===== src/rtl/mem_bus_arbiter.sv =====
// Round-robin arbiter sharing the data_memory bus between the CPU (m0) and a DMA/config engine (m1).
// Optional feature: define ARB_TIMER_PROTECT_EN to reject m1 writes to the timer registers (addresses 0-3).
module mem_bus_arbiter #(
    parameter int unsigned ADDR_MAX   = 100,
    parameter int unsigned DATA_WIDTH = 32
) (
    input  logic                  clk,
    input  logic                  reset,
    input  logic                  m0_req,
    input  logic                  m0_we,
    input  logic [DATA_WIDTH-1:0] m0_addr,
    input  logic [DATA_WIDTH-1:0] m0_wdata,
    output logic                  m0_ack,
    output logic                  m0_err,
    input  logic                  m1_req,
    input  logic                  m1_we,
    input  logic [DATA_WIDTH-1:0] m1_addr,
    input  logic [DATA_WIDTH-1:0] m1_wdata,
    output logic                  m1_ack,
    output logic                  m1_err,
    output logic [DATA_WIDTH-1:0] rdata,
    output logic [DATA_WIDTH-1:0] address,
    output logic [DATA_WIDTH-1:0] data_in,
    input  logic [DATA_WIDTH-1:0] data_out,
    output logic                  mem_read,
    output logic                  mem_write
);

    typedef enum logic [1:0] {
        IDLE   = 2'd0,
        ACCESS = 2'd1,
        RESP   = 2'd2
    } state_t;

    state_t                state;
    logic                  gnt_id;
    logic                  last_gnt;
    logic                  lat_we;
    logic                  err_flag;

    logic                  pick_m1;
    logic                  sel_we;
    logic                  sel_protect;
    logic                  sel_reject;
    logic [DATA_WIDTH-1:0] sel_addr;
    logic [DATA_WIDTH-1:0] sel_wdata;

    // Grant decision and legality check are made on the live request so the
    // strobes can be registered straight into the ACCESS cycle.
    always_comb begin
        pick_m1   = m1_req && (!m0_req || !last_gnt);
        sel_we    = pick_m1 ? m1_we    : m0_we;
        sel_addr  = pick_m1 ? m1_addr  : m0_addr;
        sel_wdata = pick_m1 ? m1_wdata : m0_wdata;
`ifdef ARB_TIMER_PROTECT_EN
        sel_protect = pick_m1 && m1_we && (m1_addr <= DATA_WIDTH'(3));
`else
        sel_protect = 1'b0;
`endif
        sel_reject = (sel_addr > DATA_WIDTH'(ADDR_MAX)) || sel_protect;
    end

    always_ff @(posedge clk or posedge reset) begin
        if (reset) begin
            state     <= IDLE;
            gnt_id    <= 1'b0;
            last_gnt  <= 1'b1;
            lat_we    <= 1'b0;
            err_flag  <= 1'b0;
            address   <= '0;
            data_in   <= '0;
            rdata     <= '0;
            mem_read  <= 1'b0;
            mem_write <= 1'b0;
            m0_ack    <= 1'b0;
            m1_ack    <= 1'b0;
            m0_err    <= 1'b0;
            m1_err    <= 1'b0;
        end else begin
            mem_read  <= 1'b0;
            mem_write <= 1'b0;
            m0_ack    <= 1'b0;
            m1_ack    <= 1'b0;
            m0_err    <= 1'b0;
            m1_err    <= 1'b0;
            case (state)
                IDLE: begin
                    if (m0_req || m1_req) begin
                        gnt_id    <= pick_m1;
                        lat_we    <= sel_we;
                        address   <= sel_addr;
                        data_in   <= sel_wdata;
                        err_flag  <= sel_reject;
                        mem_read  <= !sel_reject && !sel_we;
                        mem_write <= !sel_reject && sel_we;
                        state     <= ACCESS;
                    end
                end
                ACCESS: begin
                    if (!err_flag && !lat_we) begin
                        rdata <= data_out;
                    end
                    last_gnt <= gnt_id;
                    m0_ack   <= !gnt_id;
                    m1_ack   <= gnt_id;
                    m0_err   <= !gnt_id && err_flag;
                    m1_err   <= gnt_id && err_flag;
                    state    <= RESP;
                end
                RESP: begin
                    state <= IDLE;
                end
                default: begin
                    state <= IDLE;
                end
            endcase
        end
    end

    a_strobe_exclusive: assert property (@(posedge clk) disable iff (reset)
        !(mem_read && mem_write));
    a_strobe_in_access: assert property (@(posedge clk) disable iff (reset)
        (mem_read || mem_write) |-> (state == ACCESS));
    a_ack_exclusive: assert property (@(posedge clk) disable iff (reset)
        !(m0_ack && m1_ack));

endmodule


===== config.mk =====
export PLATFORM = sky130hd
export DESIGN_NAME = mem_bus_arbiter
export DESIGN_NICKNAME = d
export VERILOG_FILES = /design/src/rtl/mem_bus_arbiter.sv
export SDC_FILE = /design/constraint.sdc
export NUM_CORES = 1
export LEC_CHECK = 0
export CAP_MARGIN = 0
export CORE_MARGIN = 2
export CORE_UTILIZATION = 38
export CTS_CLUSTER_SIZE = 12
export DETAILED_ROUTE_END_ITERATION = 6
export PLACE_DENSITY = 0.8
export REMOVE_ABC_BUFFERS = 1
export SLEW_MARGIN = 10
export SYNTH_ARGS = -nofsm -noshare
export SYNTH_HDL_FRONTEND = slang
export SYNTH_SLANG_ARGS = --single-unit

===== constraint.sdc =====
create_clock -name clk -period 4.4 [get_ports clk]
set_clock_uncertainty 0.15 [all_clocks]
set_input_delay 0.44 -clock clk [delete_from_list [all_inputs] [get_ports clk]]
set_output_delay 0.44 -clock clk [all_outputs]
set_load 0.02 [all_outputs]

-- Word level (Yosys, flattened, before mapping)
Cells that the tools add are included.
- logic and storage cells: 48
- input port bits: 166
- output and inout bits: 102
- bits in registers: 108
- muxes and demuxes: 13
- eq/ne operators: 2
- $lt $le $gt $ge: 1
- reduce and logical (&&, ||, !) cells: 18
- operator list (kind ; count):
    $mux W32 ; 2
    $gt A32 B7 Y1 const B ; 1
    $mux W1 ; 9
    $logic_not A1 Y1 ; 7
    $logic_and A1 B1 Y1 ; 6
    $pmux W2 S2 ; 1
    $reduce_and A2 Y1 ; 2
    $eq A2 B1 Y1 const B ; 1
    $logic_not A2 Y1 ; 1
    $logic_or A1 B1 Y1 ; 2
    $mux W2 ; 1
    $ne A2 B2 Y1 const B ; 1

-- Longest topological paths before layout
Gate-level depths: netlist of the first run.
- depth after elaboration: 9
- gate-level depth with buffers: 7
- depth with buffers taken out: 4

-- Least setup slack after synthesis of the first run
OpenSTA, ideal clock, no wires.
- path kind: input-to-reg
- start: input m0_addr[7]
- end: register err_flag
- setup time: 126 ps
- arrival time: 1545 ps
- data required time: 4124 ps
- cell stages on the path: 4
- path buffers: 0
- path slack: 2579 ps
- path through: or4_4 > nor4_2 > a21oi_1 > o32a_1
- cells in the longest elaborated chain, start to end: 2
- ends and longest elaborated chain (element ; RTL line ; RTL):
    start: declaration ; 11 ; input logic [DATA_WIDTH-1:0] m0_addr,
    $mux W32 ; 53 ; sel_addr = pick_m1 ? m1_addr : m0_addr;
    $gt A32 B7 Y1 ; 60 ; sel_reject = (sel_addr > DATA_WIDTH'(ADDR_MAX)) || sel_protect;
    end signal: assignment ; 93 ; err_flag <= sel_reject;
    end: declaration ; 39 ; logic err_flag;
Every way passes these cells.
A chain may end at the register's enable or synchronous reset.

-- Worst setup path in the final report of the first run
- start: input m0_req
- end: register err_flag
- cells in the longest elaborated chain, start to end: 5
- elaborated cells on any way between the ends: 7
- classes of those cells: 1 x order compare; 1 x mux; 5 x reduce/logical
- ends and longest elaborated chain (element ; RTL line ; RTL):
    start: declaration ; 9 ; input logic m0_req,
    $logic_not A1 Y1 ; 51 ; pick_m1 = m1_req && (!m0_req || !last_gnt);
    $logic_or A1 B1 Y1 ; 51 ;
    $logic_and A1 B1 Y1 ; 51 ;
    $mux W32 ; 53 ;
    $gt A32 B7 Y1 ; 60 ;
Parallel ways exist; a longest one is shown, timed or not.

==> results of run 1 <==
==> power groups by stage <==
stage / clock (W) / sequential, W / combinational (W)
2_1_floorplan: 0 / 0.00195 / 0.000657
3_3_place_gp: 0 / 0.00156 / 0.00204
3_5_place_dp: 0 / 0.00158 / 0.00208
4_1_cts: 0.000830 / 0.00157 / 0.00208
5_1_grt: 0.000864 / 0.00160 / 0.00223
6_report: 0.000818 / 0.00157 / 0.00207
==> cells in the final DEF, fill, tap and decap left out, drive strengths merged, types with 4 or more instances in the layout <==
| master | instances |
|---|---|
| clkbuf | 14 |
| nor4 | 9 |
| a31oi | 63 |
| clkdlybuf4s50 | 267 |
| buf | 7 |
| nor2 | 68 |
| nor3 | 4 |
| mux2 | 32 |
| nand2 | 128 |
| dfrtp | 107 |
==> cells by family (layout without fill, tap and decap cells) <==
group | count (synthesis) | after routing | synth area share [%]
compound gates | 79 | 79 | 11.1
mux | 33 | 33 | 7.98
flops | 108 | 108 | 58.2
simple gates | 220 | 220 | 19.4
buf+inv | 35 | 293 | 3.23
==> registers in the layout, indices dropped and copies added (netlist names), 2 cells and up <==
| register | flops |
|---|---|
| data_in | 32 |
| address | 32 |
| rdata | 32 |
| state | 2 |
==> per-stage QoR <==
step                instances  worst slack [ps]  hold WS [ps]  instance area (sq um)  utilization (%)
floorplan                 443               629           268                   4500                -
global placement          864              1550           290                   7440             62.2
detailed placement        864              1480           294                   7440             62.2
CTS                       880              1830           303                   7740             64.7
global route              880              1700           341                   7740             64.7
finish                    880              1850           302                   7740             64.7
==> cell type report <==
cell class	instances	area, sq um	area share, %
clock buffers	14	264	3.41
clock inverters	2	35.0	0.453
inverters	3	13.8	0.178
multi-input cells	332	1810	23.4
flip-flops and latches	108	2700	34.9
well taps	147	184	2.38
repair buffers	274	2730	35.2
==> worst paths after layout <==
path	startpoint	endpoint	cells past startpoint
worst max-delay path	m0_req	err_flag	5
worst min-delay path	gnt_id	m0_ack	1
worst max register to register	last_gnt	err_flag	4
worst min register to register	gnt_id	m0_ack	1
max in group asynchronous	reset	data_in[2]	3
min in group asynchronous	reset	rdata[15]	2
==> layer usage <==
layer / track usage, % / up-vias
li1: - / 2146
met1: 27.5 / 2194
met2: 39.5 / 253
met3: 4.92 / 36
met4: 9.76 / 0
met5: 0 / -
==> flow_summary.html, run 1 <==
<table>
<tr><th>Metric</th><th>Value</th></tr>
<tr><th colspan="2">Routing</th></tr>
<tr><td>Via total after detailed routing</td><td>4,629</td></tr>
<tr><td>Via count normalized by instance count</td><td>5.26</td></tr>
<tr><td>Highest metal layer used by the detailed router</td><td>met4</td></tr>
<tr><td>Wirelength, routed</td><td>15,400 um</td></tr>
<tr><td>Met1 Wirelength</td><td>6040 um</td></tr>
<tr><td>Met3 wirelength from detailed routing</td><td>1290 um</td></tr>
<tr><td>DR pass1 iterations</td><td>5</td></tr>
<tr><td>Met2 WL post-DR</td><td>7610 um</td></tr>
<tr><td>WL per Instance</td><td>17.5 um</td></tr>
<tr><td>DRC violations left</td><td>0</td></tr>
<tr><td>Antenna violation net count after detailed routing</td><td>0</td></tr>
<tr><td>Starting DRC count in detailed routing</td><td>338</td></tr>
<tr><th colspan="2">Clock tree</th></tr>
<tr><td>Setup Fix Bufs, Post-CTS</td><td>0</td></tr>
<tr><td>Total number of H-tree levels</td><td>3</td></tr>
<tr><td>Post-CTS Resized</td><td>0</td></tr>
<tr><td>Register clock-pin slew on the reported worst setup and hold paths</td><td>70 ps</td></tr>
<tr><td>CTS hold repair buffers</td><td>0</td></tr>
<tr><td>Clk sinks</td><td>108</td></tr>
<tr><td>Clock tree from TritonCTS</td><td>built</td></tr>
<tr><td>Number of clock buffers inserted by TritonCTS</td><td>9</td></tr>
<tr><td>Clock Path Buffers</td><td>2</td></tr>
<tr><td>Latest clock arrival within the worst-skew pair</td><td>340 ps</td></tr>
<tr><td>Root buf cell</td><td>sky130_fd_sc_hd__clkbuf_16</td></tr>
<tr><th colspan="2">GRT</th></tr>
<tr><td>Via count of the first global-routing pass</td><td>4,511</td></tr>
<tr><td>Pin count of the biggest net entering global routing</td><td>66</td></tr>
<tr><td>Overall routing resource usage</td><td>22.9%</td></tr>
<tr><td>Wire length of the first global-routing pass</td><td>23,200 um</td></tr>
<tr><td>Number of antenna violations at the first check in global routing</td><td>0</td></tr>
<tr><td>Residual overflow from global routing</td><td>0</td></tr>
<tr><th colspan="2">Floorplan</th></tr>
<tr><td>Die extent in x</td><td>115 um</td></tr>
<tr><td>Effective utilization at floorplan</td><td>38.8%</td></tr>
<tr><td>Floorplan die area</td><td>13,100 sq um</td></tr>
<tr><td>Num ports</td><td>268</td></tr>
<tr><td>Floorplan core area</td><td>12,000 sq um</td></tr>
<tr><td>Die height</td><td>115 um</td></tr>
<tr><td>FP Rows</td><td>40</td></tr>
<tr><th colspan="2">Power</th></tr>
<tr><td>Highest ir drop seen on vdd</td><td>0.342 mV</td></tr>
<tr><td>Psw</td><td>0.00168 W</td></tr>
<tr><td>Part of the power in registers</td><td>35.2%</td></tr>
<tr><td>Internal power</td><td>0.00278 W</td></tr>
<tr><td>Final total power</td><td>0.00446 W</td></tr>
<tr><td>Sw Share</td><td>37.7%</td></tr>
<tr><td>Leakage Power</td><td>3.30 nW</td></tr>
<tr><td>Pwr/cell area</td><td>576 nW/um^2</td></tr>
<tr><td>Share of total power in the clock network</td><td>18.4%</td></tr>
<tr><td>Power share of the combinational group</td><td>46.5%</td></tr>
<tr><th colspan="2">Synth</th></tr>
<tr><td>Synthesized cell area</td><td>4640 sq um</td></tr>
<tr><td>Top_reg_cell synth</td><td>sky130_fd_sc_hd__dfrtp_1</td></tr>
<tr><td>Post-synthesis cell type count</td><td>37</td></tr>
<tr><td>Synthesized area per cell</td><td>9.78 sq um</td></tr>
<tr><td>Post-synthesis instance total</td><td>475</td></tr>
<tr><td>Top cells by count, synth</td><td>sky130_fd_sc_hd__nand2_1 (128), sky130_fd_sc_hd__dfrtp_1 (107), sky130_fd_sc_hd__nor2_1 (68)</td></tr>
<tr><td>Ranking of synthesized cells by area</td><td>sky130_fd_sc_hd__dfrtp_1 (58%), sky130_fd_sc_hd__nand2_1 (10%), sky130_fd_sc_hd__a31oi_1 (8.5%)</td></tr>
<tr><td>Flip-flop and latch count after synthesis</td><td>108</td></tr>
<tr><td>Number of synthesized flops with an enable pin</td><td>0</td></tr>
<tr><td>Ys async rst share</td><td>100%</td></tr>
<tr><td>Share of the yosys chip area belonging to registers</td><td>58.2%</td></tr>
<tr><td>Most common cell in the synthesized netlist</td><td>sky130_fd_sc_hd__nand2_1</td></tr>
<tr><td>Count of warnings emitted by yosys</td><td>0</td></tr>
<tr><td>Area share of the largest cell type after synthesis</td><td>57.7%</td></tr>
<tr><td>Dominant cell type by area after synthesis</td><td>sky130_fd_sc_hd__dfrtp_1</td></tr>
<tr><th colspan="2">Timing</th></tr>
<tr><td>Final clock period utilization by the worst path</td><td>58.0%</td></tr>
<tr><td>Minimum clock period</td><td>2550 ps</td></tr>
<tr><td>Setup total negative slack</td><td>0 ps</td></tr>
<tr><td>Max-slew headroom at the worst pin</td><td>44.5%</td></tr>
<tr><td>Unrepaired setup endpoints after global routing</td><td>false</td></tr>
<tr><td>Number of endpoints failing setup at the final stage</td><td>0</td></tr>
<tr><td>Max Slew Vio Count</td><td>0</td></tr>
<tr><td>Upper clock frequency limit</td><td>392 MHz</td></tr>
<tr><td>Actual slew at the worst max-slew pin</td><td>832 ps</td></tr>
<tr><td>Number of failing hold endpoints at the final stage</td><td>0</td></tr>
<tr><th colspan="2">Worst setup path</th></tr>
<tr><td>Startpoint class of the critical path</td><td>primary input</td></tr>
<tr><td>Critical path start-end classification</td><td>primary input to register</td></tr>
<tr><td>Cells along the critical path</td><td>clkdlybuf4s50_1 -&gt; a21bo_2 -&gt; nand3b_1 -&gt; o31a_1 -&gt; o32a_1</td></tr>
<tr><td>Buffers plus inverters on the worst setup path</td><td>1</td></tr>
<tr><td>Dominant delay contributor by cell family on the critical path</td><td>compound AO/OA/AOI/OAI gates</td></tr>
<tr><td>Peak fanout along the critical path</td><td>35</td></tr>
<tr><td>Register-to-register setup slack</td><td>2010 ps</td></tr>
<tr><td>Critical-path cell with the highest stage delay</td><td>sky130_fd_sc_hd__a21bo_2</td></tr>
<tr><td>Data required time of the critical path</td><td>4470 ps</td></tr>
<tr><td>Largest stage delay on the critical path</td><td>660 ps</td></tr>
<tr><td>Data arrival time of the worst path</td><td>2630 ps</td></tr>
<tr><td>Type of element capturing the critical path</td><td>register</td></tr>
<tr><th colspan="2">Worst hold path</th></tr>
<tr><td>Tightest Hold Check Type</td><td>register to register</td></tr>
<tr><th colspan="2">Run status</th></tr>
<tr><td>Result of the run</td><td>complete, no violations</td></tr>
<tr><th colspan="2">Cells and area</th></tr>
<tr><td>Syn-to-layout area delta</td><td>66.7%</td></tr>
<tr><td>Proportion of layout cells with a drive suffix above 1</td><td>4.50%</td></tr>
<tr><td>Number of inserted filler cells in the final layout</td><td>967</td></tr>
<tr><td>Number of nets in the final layout</td><td>894</td></tr>
<tr><td>ANT cells</td><td>0</td></tr>
<tr><th colspan="2">Run</th></tr>
<tr><td>Number of max-capacitance violations reported</td><td>0</td></tr>
<tr><th colspan="2">Placement</th></tr>
<tr><td>Final weighted congestion in routability-driven placement</td><td>0.877</td></tr>
<tr><td>Half-perimeter wire length of the detailed placement result</td><td>11,600 um</td></tr>
<tr><td>Buffers on Ports</td><td>267</td></tr>
</table>
Note: power is estimated with default switching activity, not from simulation.
==> run 2: changes to the inputs <==
--- a/config.mk
+++ b/config.mk
@@ -7,10 +7,10 @@
 export LEC_CHECK = 0
 export CAP_MARGIN = 0
 export CORE_MARGIN = 2
-export CORE_UTILIZATION = 38
+export CORE_UTILIZATION = 35
 export CTS_CLUSTER_SIZE = 12
 export DETAILED_ROUTE_END_ITERATION = 6
-export PLACE_DENSITY = 0.8
+export PLACE_DENSITY = 0.78
 export REMOVE_ABC_BUFFERS = 1
 export SLEW_MARGIN = 10
 export SYNTH_ARGS = -nofsm -noshare
==> constraint.sdc (replaced) <==
create_clock -name clk -period 2.1 [get_ports clk]
set_clock_uncertainty 0.15 [all_clocks]
set_input_delay 0.21 -clock clk [delete_from_list [all_inputs] [get_ports clk]]
set_output_delay 0.21 -clock clk [all_outputs]
set_load 0.02 [all_outputs]
==> flow_summary.html, run 2 (synthesis results as in run 1) <==
<table>
<tr><th>Metric</th><th>Value</th></tr>
<tr><th colspan="2">Run status</th></tr>
<tr><td>Result of the run</td><td>complete, no violations (unchanged)</td></tr>
<tr><th colspan="2">GRT</th></tr>
<tr><td>Number of antenna violations at the first check in global routing</td><td>0 (unchanged)</td></tr>
<tr><td>Via count of the first global-routing pass</td><td>4,556 (was 4,511)</td></tr>
<tr><td>Overall routing resource usage</td><td>21.1% (was 22.9%)</td></tr>
<tr><td>Wire length of the first global-routing pass</td><td>23,600 um (was 23,200 um)</td></tr>
<tr><td>Pin count of the biggest net entering global routing</td><td>107 (was 66)</td></tr>
<tr><td>Residual overflow from global routing</td><td>0 (unchanged)</td></tr>
<tr><th colspan="2">Clock tree</th></tr>
<tr><td>Root buf cell</td><td>sky130_fd_sc_hd__clkbuf_16 (unchanged)</td></tr>
<tr><td>Register clock-pin slew on the reported worst setup and hold paths</td><td>70 ps (about the same)</td></tr>
<tr><td>Number of clock buffers inserted by TritonCTS</td><td>9 (unchanged)</td></tr>
<tr><td>Setup Fix Bufs, Post-CTS</td><td>0 (unchanged)</td></tr>
<tr><td>Latest clock arrival within the worst-skew pair</td><td>340 ps (about the same)</td></tr>
<tr><td>Clk sinks</td><td>108 (unchanged)</td></tr>
<tr><td>Clock tree from TritonCTS</td><td>built (unchanged)</td></tr>
<tr><td>Clock Path Buffers</td><td>2 (unchanged)</td></tr>
<tr><td>Total number of H-tree levels</td><td>3 (unchanged)</td></tr>
<tr><th colspan="2">Timing</th></tr>
<tr><td>Number of endpoints failing setup at the final stage</td><td>0 (unchanged)</td></tr>
<tr><td>Upper clock frequency limit</td><td>516 MHz</td></tr>
<tr><td>Actual slew at the worst max-slew pin</td><td>573 ps (was 832 ps)</td></tr>
<tr><td>Max Slew Vio Count</td><td>0 (unchanged)</td></tr>
<tr><td>Max-slew headroom at the worst pin</td><td>61.8% (was 44.5%)</td></tr>
<tr><td>Minimum clock period</td><td>1940 ps</td></tr>
<tr><td>Unrepaired setup endpoints after global routing</td><td>false (unchanged)</td></tr>
<tr><td>Number of failing hold endpoints at the final stage</td><td>0 (unchanged)</td></tr>
<tr><td>Final clock period utilization by the worst path</td><td>92.2%</td></tr>
<tr><td>Setup total negative slack</td><td>0 ps (unchanged)</td></tr>
<tr><th colspan="2">Worst setup path</th></tr>
<tr><td>Type of element capturing the critical path</td><td>register (unchanged)</td></tr>
<tr><td>Data required time of the critical path</td><td>2170 ps (was 4470 ps)</td></tr>
<tr><td>Buffers plus inverters on the worst setup path</td><td>0 (was 1)</td></tr>
<tr><td>Data arrival time of the worst path</td><td>2010 ps (was 2630 ps)</td></tr>
<tr><td>Largest stage delay on the critical path</td><td>580 ps (was 660 ps)</td></tr>
<tr><td>Cells along the critical path</td><td>a21bo_4 -&gt; nand3b_1 -&gt; o31a_1 -&gt; nor4b_1 (was clkdlybuf4s50_1 -&gt; a21bo_2 -&gt; nand3b_1 -&gt; o31a_1 -&gt; o32a_1)</td></tr>
<tr><td>Dominant delay contributor by cell family on the critical path</td><td>compound AO/OA/AOI/OAI gates (unchanged)</td></tr>
<tr><td>Startpoint class of the critical path</td><td>register (was primary input)</td></tr>
<tr><td>Critical path start-end classification</td><td>register to register (was primary input to register)</td></tr>
<tr><td>Peak fanout along the critical path</td><td>12 (was 35)</td></tr>
<tr><td>Critical-path cell with the highest stage delay</td><td>sky130_fd_sc_hd__dfstp_2 (was sky130_fd_sc_hd__a21bo_2)</td></tr>
<tr><th colspan="2">Cells and area</th></tr>
<tr><td>Number of inserted filler cells in the final layout</td><td>1,034 (was 967)</td></tr>
<tr><td>Final design instance area without fill</td><td>7900 sq um (was 7740 sq um)</td></tr>
<tr><td>Registers with the most flip-flops</td><td>address: 32 flops, data_in: 32 flops, rdata: 32 flops (unchanged)</td></tr>
<tr><td>Number of nets in the final layout</td><td>905 (was 894)</td></tr>
<tr><td>Leading cell type in the layout, fill and taps excluded</td><td>sky130_fd_sc_hd__clkdlybuf4s50_1 (unchanged)</td></tr>
<tr><td>Most frequent cells in the layout</td><td>sky130_fd_sc_hd__clkdlybuf4s50_1 (267), sky130_fd_sc_hd__nand2_1 (128), sky130_fd_sc_hd__dfrtp_1 (107) (unchanged)</td></tr>
<tr><td>ANT cells</td><td>0 (unchanged)</td></tr>
<tr><td>FF+latch area</td><td>2700 sq um (unchanged)</td></tr>
<tr><td>Multi-input logic area</td><td>1820 sq um (was 1810 sq um)</td></tr>
<tr><td>Proportion of layout cells with a drive suffix above 1</td><td>5.79% (was 4.50%)</td></tr>
<tr><td>Syn-to-layout area delta</td><td>70.2% (was 66.7%)</td></tr>
<tr><th colspan="2">Power</th></tr>
<tr><td>Pwr/cell area</td><td>1190 nW/um^2 (was 576 nW/um^2)</td></tr>
<tr><td>Leakage Power</td><td>3.36 nW (was 3.30 nW)</td></tr>
<tr><td>Highest ir drop seen on vdd</td><td>0.554 mV (was 0.342 mV)</td></tr>
<tr><td>Final total power</td><td>0.00939 W (was 0.00446 W)</td></tr>
<tr><th colspan="2">Floorplan</th></tr>
<tr><td>FP Rows</td><td>42 (was 40)</td></tr>
<tr><td>Floorplan core area</td><td>13,100 sq um (was 12,000 sq um)</td></tr>
<tr><td>Effective utilization at floorplan</td><td>35.5% (was 38.8%)</td></tr>
<tr><td>Die extent in x</td><td>119 um (was 115 um)</td></tr>
<tr><td>Num ports</td><td>268 (unchanged)</td></tr>
<tr><td>Floorplan die area</td><td>14,200 sq um (was 13,100 sq um)</td></tr>
<tr><td>Die height</td><td>119 um (was 115 um)</td></tr>
<tr><th colspan="2">Routing</th></tr>
<tr><td>DR pass1 iterations</td><td>6 (was 5)</td></tr>
<tr><td>Wirelength, routed</td><td>15,100 um (was 15,400 um)</td></tr>
<tr><td>WL per Instance</td><td>16.4 um (was 17.5 um)</td></tr>
<tr><td>Via count normalized by instance count</td><td>5.06 (was 5.26)</td></tr>
<tr><td>Via total after detailed routing</td><td>4,652 (was 4,629)</td></tr>
<tr><td>DRC violations left</td><td>0 (unchanged)</td></tr>
<tr><td>Starting DRC count in detailed routing</td><td>282 (was 338)</td></tr>
<tr><td>Antenna violation net count after detailed routing</td><td>0 (unchanged)</td></tr>
<tr><th colspan="2">Placement</th></tr>
<tr><td>Total placed instance area</td><td>7600 sq um (was 7440 sq um)</td></tr>
<tr><td>Half-perimeter wire length of the detailed placement result</td><td>11,500 um (was 11,600 um)</td></tr>
<tr><td>Buffers on Ports</td><td>267 (unchanged)</td></tr>
<tr><td>Final weighted congestion in routability-driven placement</td><td>0.828 (was 0.877)</td></tr>
<tr><th colspan="2">Worst hold path</th></tr>
<tr><td>Tightest Hold Check Type</td><td>primary input to register (was register to register)</td></tr>
<tr><th colspan="2">Run</th></tr>
<tr><td>Number of max-capacitance violations reported</td><td>0 (unchanged)</td></tr>
</table>
-- run 2: final timing paths --
check / from / cells after the start / slack [ps] / endpoint
worst max-delay path: last_gnt / 4 / 160 / mem_read
worst min-delay path: m1_wdata[15] / 3 / 270 / data_in[15]
worst max register to register: last_gnt / 4 / 160 / mem_read
worst min register to register: gnt_id / 1 / 300 / m0_ack
max in group asynchronous: reset / 4 / 570 / data_in[6]
min in group asynchronous: reset / 3 / 500 / rdata[26]
-- run 2: area by class of cell --
type / count / area share (%)
Tap cell: 176 / 2.79
Inverter: 3 / 0.174
Sequential cell: 108 / 34.2
Timing Repair Buffer: 285 / 36.2
Multi-Input combinational cell: 332 / 23.0
Clock inverter: 4 / 0.649
Clock buffer: 11 / 2.94
-- run 2: stage by stage --
step	setup WS, ps	std cells	util (%)	hold slack, ps
after global routing	99.6	919	60.4	274
after detailed placement	-60.4	903	58.1	281
after CTS	89.1	919	60.3	259
final	163	919	60.4	273
after floorplan	-1510	443	-	195
after global placement	-43.5	903	58.1	278
-- run 2: timing repair --
action	CTS	global route
hold buffers	1	0
endpoints found under the hold margin	2	0
gates resized for setup	0	1
setup endpoints to repair	0	2
-- run 2: report_power, final --
part | total, W | switching [W] | internal (W)
sequential | 0.00325 | 0.000413 | 0.00284
combinational | 0.00449 | 0.00239 | 0.00210
clock | 0.00165 | 0.000727 | 0.000920
-- run 2: worst min-delay path, stage by stage --
cell                              delay, ps
sky130_fd_sc_hd__clkdlybuf4s50_1        390
sky130_fd_sc_hd__nand2_1                 60
sky130_fd_sc_hd__a31oi_1                 70
-- run 2: metal layers --
metal  global-route usage [%]  up-vias  wire length, um
met5                        0        -                0
met4                     7.59        0              303
met3                     6.56       23             1460
met2                     36.0      231             7370
met1                     25.1     2239             5960
li1                         -     2159                -
==> run 3: changes to the inputs <==
--- a/config.mk
+++ b/config.mk
@@ -7,12 +7,11 @@
 export LEC_CHECK = 0
 export CAP_MARGIN = 0
 export CORE_MARGIN = 2
-export CORE_UTILIZATION = 35
+export CORE_UTILIZATION = 38
 export CTS_CLUSTER_SIZE = 12
 export DETAILED_ROUTE_END_ITERATION = 6
-export PLACE_DENSITY = 0.78
+export PLACE_DENSITY = 0.8
 export REMOVE_ABC_BUFFERS = 1
-export SLEW_MARGIN = 10
 export SYNTH_ARGS = -nofsm -noshare
 export SYNTH_HDL_FRONTEND = slang
 export SYNTH_SLANG_ARGS = --single-unit
==> constraint.sdc (replaced) <==
create_clock -name clk -period 1.89 [get_ports clk]
set_clock_uncertainty 0.15 [all_clocks]
set_input_delay 0.189 -clock clk [delete_from_list [all_inputs] [get_ports clk]]
set_output_delay 0.189 -clock clk [all_outputs]
set_load 0.02 [all_outputs]
==> flow_summary.html, run 3 (synthesis results as in run 1) <==
<table>
<tr><th>Metric</th><th>Value</th></tr>
<tr><th colspan="2">Run status</th></tr>
<tr><td>Result of the run</td><td>complete, no violations (unchanged)</td></tr>
<tr><th colspan="2">GRT</th></tr>
<tr><td>Number of antenna violations at the first check in global routing</td><td>0 (unchanged)</td></tr>
<tr><td>Pin count of the biggest net entering global routing</td><td>58 (was 107)</td></tr>
<tr><td>Residual overflow from global routing</td><td>0 (unchanged)</td></tr>
<tr><td>Wire length of the first global-routing pass</td><td>23,100 um (was 23,600 um)</td></tr>
<tr><td>Via count of the first global-routing pass</td><td>4,585 (was 4,556)</td></tr>
<tr><td>Overall routing resource usage</td><td>22.6% (was 21.1%)</td></tr>
<tr><th colspan="2">Cells and area</th></tr>
<tr><td>Leading cell type in the layout, fill and taps excluded</td><td>sky130_fd_sc_hd__clkdlybuf4s50_1 (unchanged)</td></tr>
<tr><td>Number of nets in the final layout</td><td>915 (was 905)</td></tr>
<tr><td>ANT cells</td><td>0 (unchanged)</td></tr>
<tr><td>Registers with the most flip-flops</td><td>address: 32 flops, data_in: 32 flops, rdata: 32 flops (unchanged)</td></tr>
<tr><td>Proportion of layout cells with a drive suffix above 1</td><td>7.70% (was 5.79%)</td></tr>
<tr><td>Most frequent cells in the layout</td><td>sky130_fd_sc_hd__clkdlybuf4s50_1 (267), sky130_fd_sc_hd__nand2_1 (128), sky130_fd_sc_hd__dfrtp_1 (107) (unchanged)</td></tr>
<tr><td>Syn-to-layout area delta</td><td>71.2% (was 70.2%)</td></tr>
<tr><td>Multi-input logic area</td><td>1830 sq um (was 1820 sq um)</td></tr>
<tr><td>Number of inserted filler cells in the final layout</td><td>941 (was 1,034)</td></tr>
<tr><td>FF+latch area</td><td>2700 sq um (unchanged)</td></tr>
<tr><td>Non-filler instance count after layout</td><td>900 (was 919)</td></tr>
<tr><th colspan="2">Routing</th></tr>
<tr><td>Starting DRC count in detailed routing</td><td>319 (was 282)</td></tr>
<tr><td>Wirelength, routed</td><td>15,100 um (about the same)</td></tr>
<tr><td>Via count normalized by instance count</td><td>5.08 (was 5.06)</td></tr>
<tr><td>Antenna violation net count after detailed routing</td><td>0 (unchanged)</td></tr>
<tr><td>WL per Instance</td><td>16.8 um (was 16.4 um)</td></tr>
<tr><td>DR pass1 iterations</td><td>5 (was 6)</td></tr>
<tr><td>DRC violations left</td><td>0 (unchanged)</td></tr>
<tr><td>Via total after detailed routing</td><td>4,571 (was 4,652)</td></tr>
<tr><th colspan="2">Timing</th></tr>
<tr><td>Final clock period utilization by the worst path</td><td>94.5%</td></tr>
<tr><td>Final worst hold slack</td><td>1.06 ps (was 273 ps)</td></tr>
<tr><td>Max-slew headroom at the worst pin</td><td>68.6% (was 61.8%)</td></tr>
<tr><td>Upper clock frequency limit</td><td>560 MHz</td></tr>
<tr><td>Number of endpoints failing setup at the final stage</td><td>0 (unchanged)</td></tr>
<tr><td>Minimum clock period</td><td>1790 ps</td></tr>
<tr><td>Setup total negative slack</td><td>0 ps (unchanged)</td></tr>
<tr><td>Unrepaired setup endpoints after global routing</td><td>false (unchanged)</td></tr>
<tr><td>Actual slew at the worst max-slew pin</td><td>465 ps (was 573 ps)</td></tr>
<tr><td>Number of failing hold endpoints at the final stage</td><td>0 (unchanged)</td></tr>
<tr><td>Max Slew Vio Count</td><td>0 (unchanged)</td></tr>
<tr><td>Final Worst Setup Slack</td><td>105 ps (was 163 ps)</td></tr>
<tr><th colspan="2">Floorplan</th></tr>
<tr><td>FP Rows</td><td>40 (was 42)</td></tr>
<tr><td>Die extent in x</td><td>115 um (was 119 um)</td></tr>
<tr><td>Num ports</td><td>268 (unchanged)</td></tr>
<tr><td>Floorplan die area</td><td>13,100 sq um (was 14,200 sq um)</td></tr>
<tr><td>Effective utilization at floorplan</td><td>38.8% (was 35.5%)</td></tr>
<tr><td>Floorplan core area</td><td>12,000 sq um (was 13,100 sq um)</td></tr>
<tr><td>Die height</td><td>115 um (was 119 um)</td></tr>
<tr><th colspan="2">Worst setup path</th></tr>
<tr><td>Type of element capturing the critical path</td><td>register (unchanged)</td></tr>
<tr><td>Buffers plus inverters on the worst setup path</td><td>1 (was 0)</td></tr>
<tr><td>Critical path start-end classification</td><td>primary input to register (was register to register)</td></tr>
<tr><td>Largest stage delay on the critical path</td><td>500 ps (was 580 ps)</td></tr>
<tr><td>Dominant delay contributor by cell family on the critical path</td><td>simple AND/OR/NAND/NOR gates (was compound AO/OA/AOI/OAI gates)</td></tr>
<tr><td>Data required time of the critical path</td><td>1960 ps (was 2170 ps)</td></tr>
<tr><td>Data arrival time of the worst path</td><td>1850 ps (was 2010 ps)</td></tr>
<tr><td>Startpoint class of the critical path</td><td>primary input (was register)</td></tr>
<tr><td>Critical-path cell with the highest stage delay</td><td>sky130_fd_sc_hd__or4_4 (was sky130_fd_sc_hd__dfstp_2)</td></tr>
<tr><td>Peak fanout along the critical path</td><td>3 (was 12)</td></tr>
<tr><td>Cells along the critical path</td><td>clkdlybuf4s50_1 -&gt; or4_4 -&gt; nor4_2 -&gt; a21oi_1 -&gt; o32a_1 (was a21bo_4 -&gt; nand3b_1 -&gt; o31a_1 -&gt; nor4b_1)</td></tr>
<tr><th colspan="2">Worst hold path</th></tr>
<tr><td>Tightest Hold Check Type</td><td>primary input to async pin (was primary input to register)</td></tr>
<tr><th colspan="2">Run</th></tr>
<tr><td>Number of max-capacitance violations reported</td><td>0 (unchanged)</td></tr>
<tr><th colspan="2">Placement</th></tr>
<tr><td>Final weighted congestion in routability-driven placement</td><td>0.857 (was 0.828)</td></tr>
<tr><td>DP Worst Slack</td><td>-249 ps (was -60.4 ps)</td></tr>
<tr><td>Number of placed cells counting well taps</td><td>885 (was 903)</td></tr>
<tr><td>Buffers on Ports</td><td>267 (unchanged)</td></tr>
<tr><td>Half-perimeter wire length of the detailed placement result</td><td>11,800 um (was 11,500 um)</td></tr>
<tr><th colspan="2">Clock tree</th></tr>
<tr><td>Register clock-pin slew on the reported worst setup and hold paths</td><td>70 ps (about the same)</td></tr>
<tr><td>Clock Path Buffers</td><td>2 (unchanged)</td></tr>
<tr><td>Total number of H-tree levels</td><td>3 (unchanged)</td></tr>
<tr><td>Post-CTS Resized</td><td>0 (unchanged)</td></tr>
<tr><td>Number of clock buffers inserted by TritonCTS</td><td>9 (unchanged)</td></tr>
<tr><td>Setup Fix Bufs, Post-CTS</td><td>0 (unchanged)</td></tr>
<tr><td>Latest clock arrival within the worst-skew pair</td><td>340 ps (about the same)</td></tr>
<tr><td>CTS hold repair buffers</td><td>0 (was 1)</td></tr>
<tr><td>Clk sinks</td><td>108 (unchanged)</td></tr>
<tr><td>Clock tree from TritonCTS</td><td>built (unchanged)</td></tr>
<tr><td>Root buf cell</td><td>sky130_fd_sc_hd__clkbuf_16 (unchanged)</td></tr>
<tr><th colspan="2">Power</th></tr>
<tr><td>Pwr/cell area</td><td>1310 nW/um^2 (was 1190 nW/um^2)</td></tr>
<tr><td>Leakage Power</td><td>3.41 nW (was 3.36 nW)</td></tr>
<tr><td>Highest ir drop seen on vdd</td><td>0.741 mV (was 0.554 mV)</td></tr>
<tr><td>Final total power</td><td>0.0104 W (was 0.00939 W)</td></tr>
</table>
run 3: cell types whose count changed in the layout (fill, tap and decap cells not counted), sizes merged:
cell         change
buf             +11
bufinv           -1
clkinv           +1
clkinvlp         -1
dlygate4sd3      -1
inv              +1
run 3: per-layer routing:
metal,wire (um),vias up,track usage (%)
li1,-,2179,-
met2,7620,211,39.6
met3,1280,20,6.93
met4,272,0,6.91
met1,5950,2161,26.5
met5,0,-,0
run 3: worst paths after layout:
path	start	to	slack, ps	cells past startpoint
max	m0_addr[22]	err_flag	100	5
min	reset	rdata[20]	1	2
max reg2reg	last_gnt	err_flag	120	4
min reg2reg	gnt_id	m0_ack	300	1
max in group asynchronous	reset	last_gnt	1020	3
min in group clk	m1_wdata[15]	data_in[15]	260	3
run 3: report_power, final:
group | switching, W | internal (W)
Clock | 0.000808 | 0.000958
Sequential | 0.000456 | 0.00315
Combinational | 0.00267 | 0.00236
run 3: worst reg2reg max path: stages (launching register included):
cell and delay (ps):
sky130_fd_sc_hd__dfstp_2 530, sky130_fd_sc_hd__a21bo_2 200, sky130_fd_sc_hd__nand3b_1 120, sky130_fd_sc_hd__o31a_1 310, sky130_fd_sc_hd__o32a_1 340
run 3: per-stage QoR:
step	utilization (%)	instance area [sq um]
after CTS	66.4	7940
after global routing	66.5	7950
after global placement	64.0	7660
after detailed placement	64.0	7660
final	66.5	7950
after floorplan	-	4500
run 3: final cells by class:
cell class	count	area share, %
Timing Repair Buffer	295	37.0
Clock buffer	11	3.18
Multi-Input combinational cell	332	23.0
Sequential cell	108	34.0
Clock inverter	4	0.299
Inverter	3	0.173
Tap cell	147	2.31
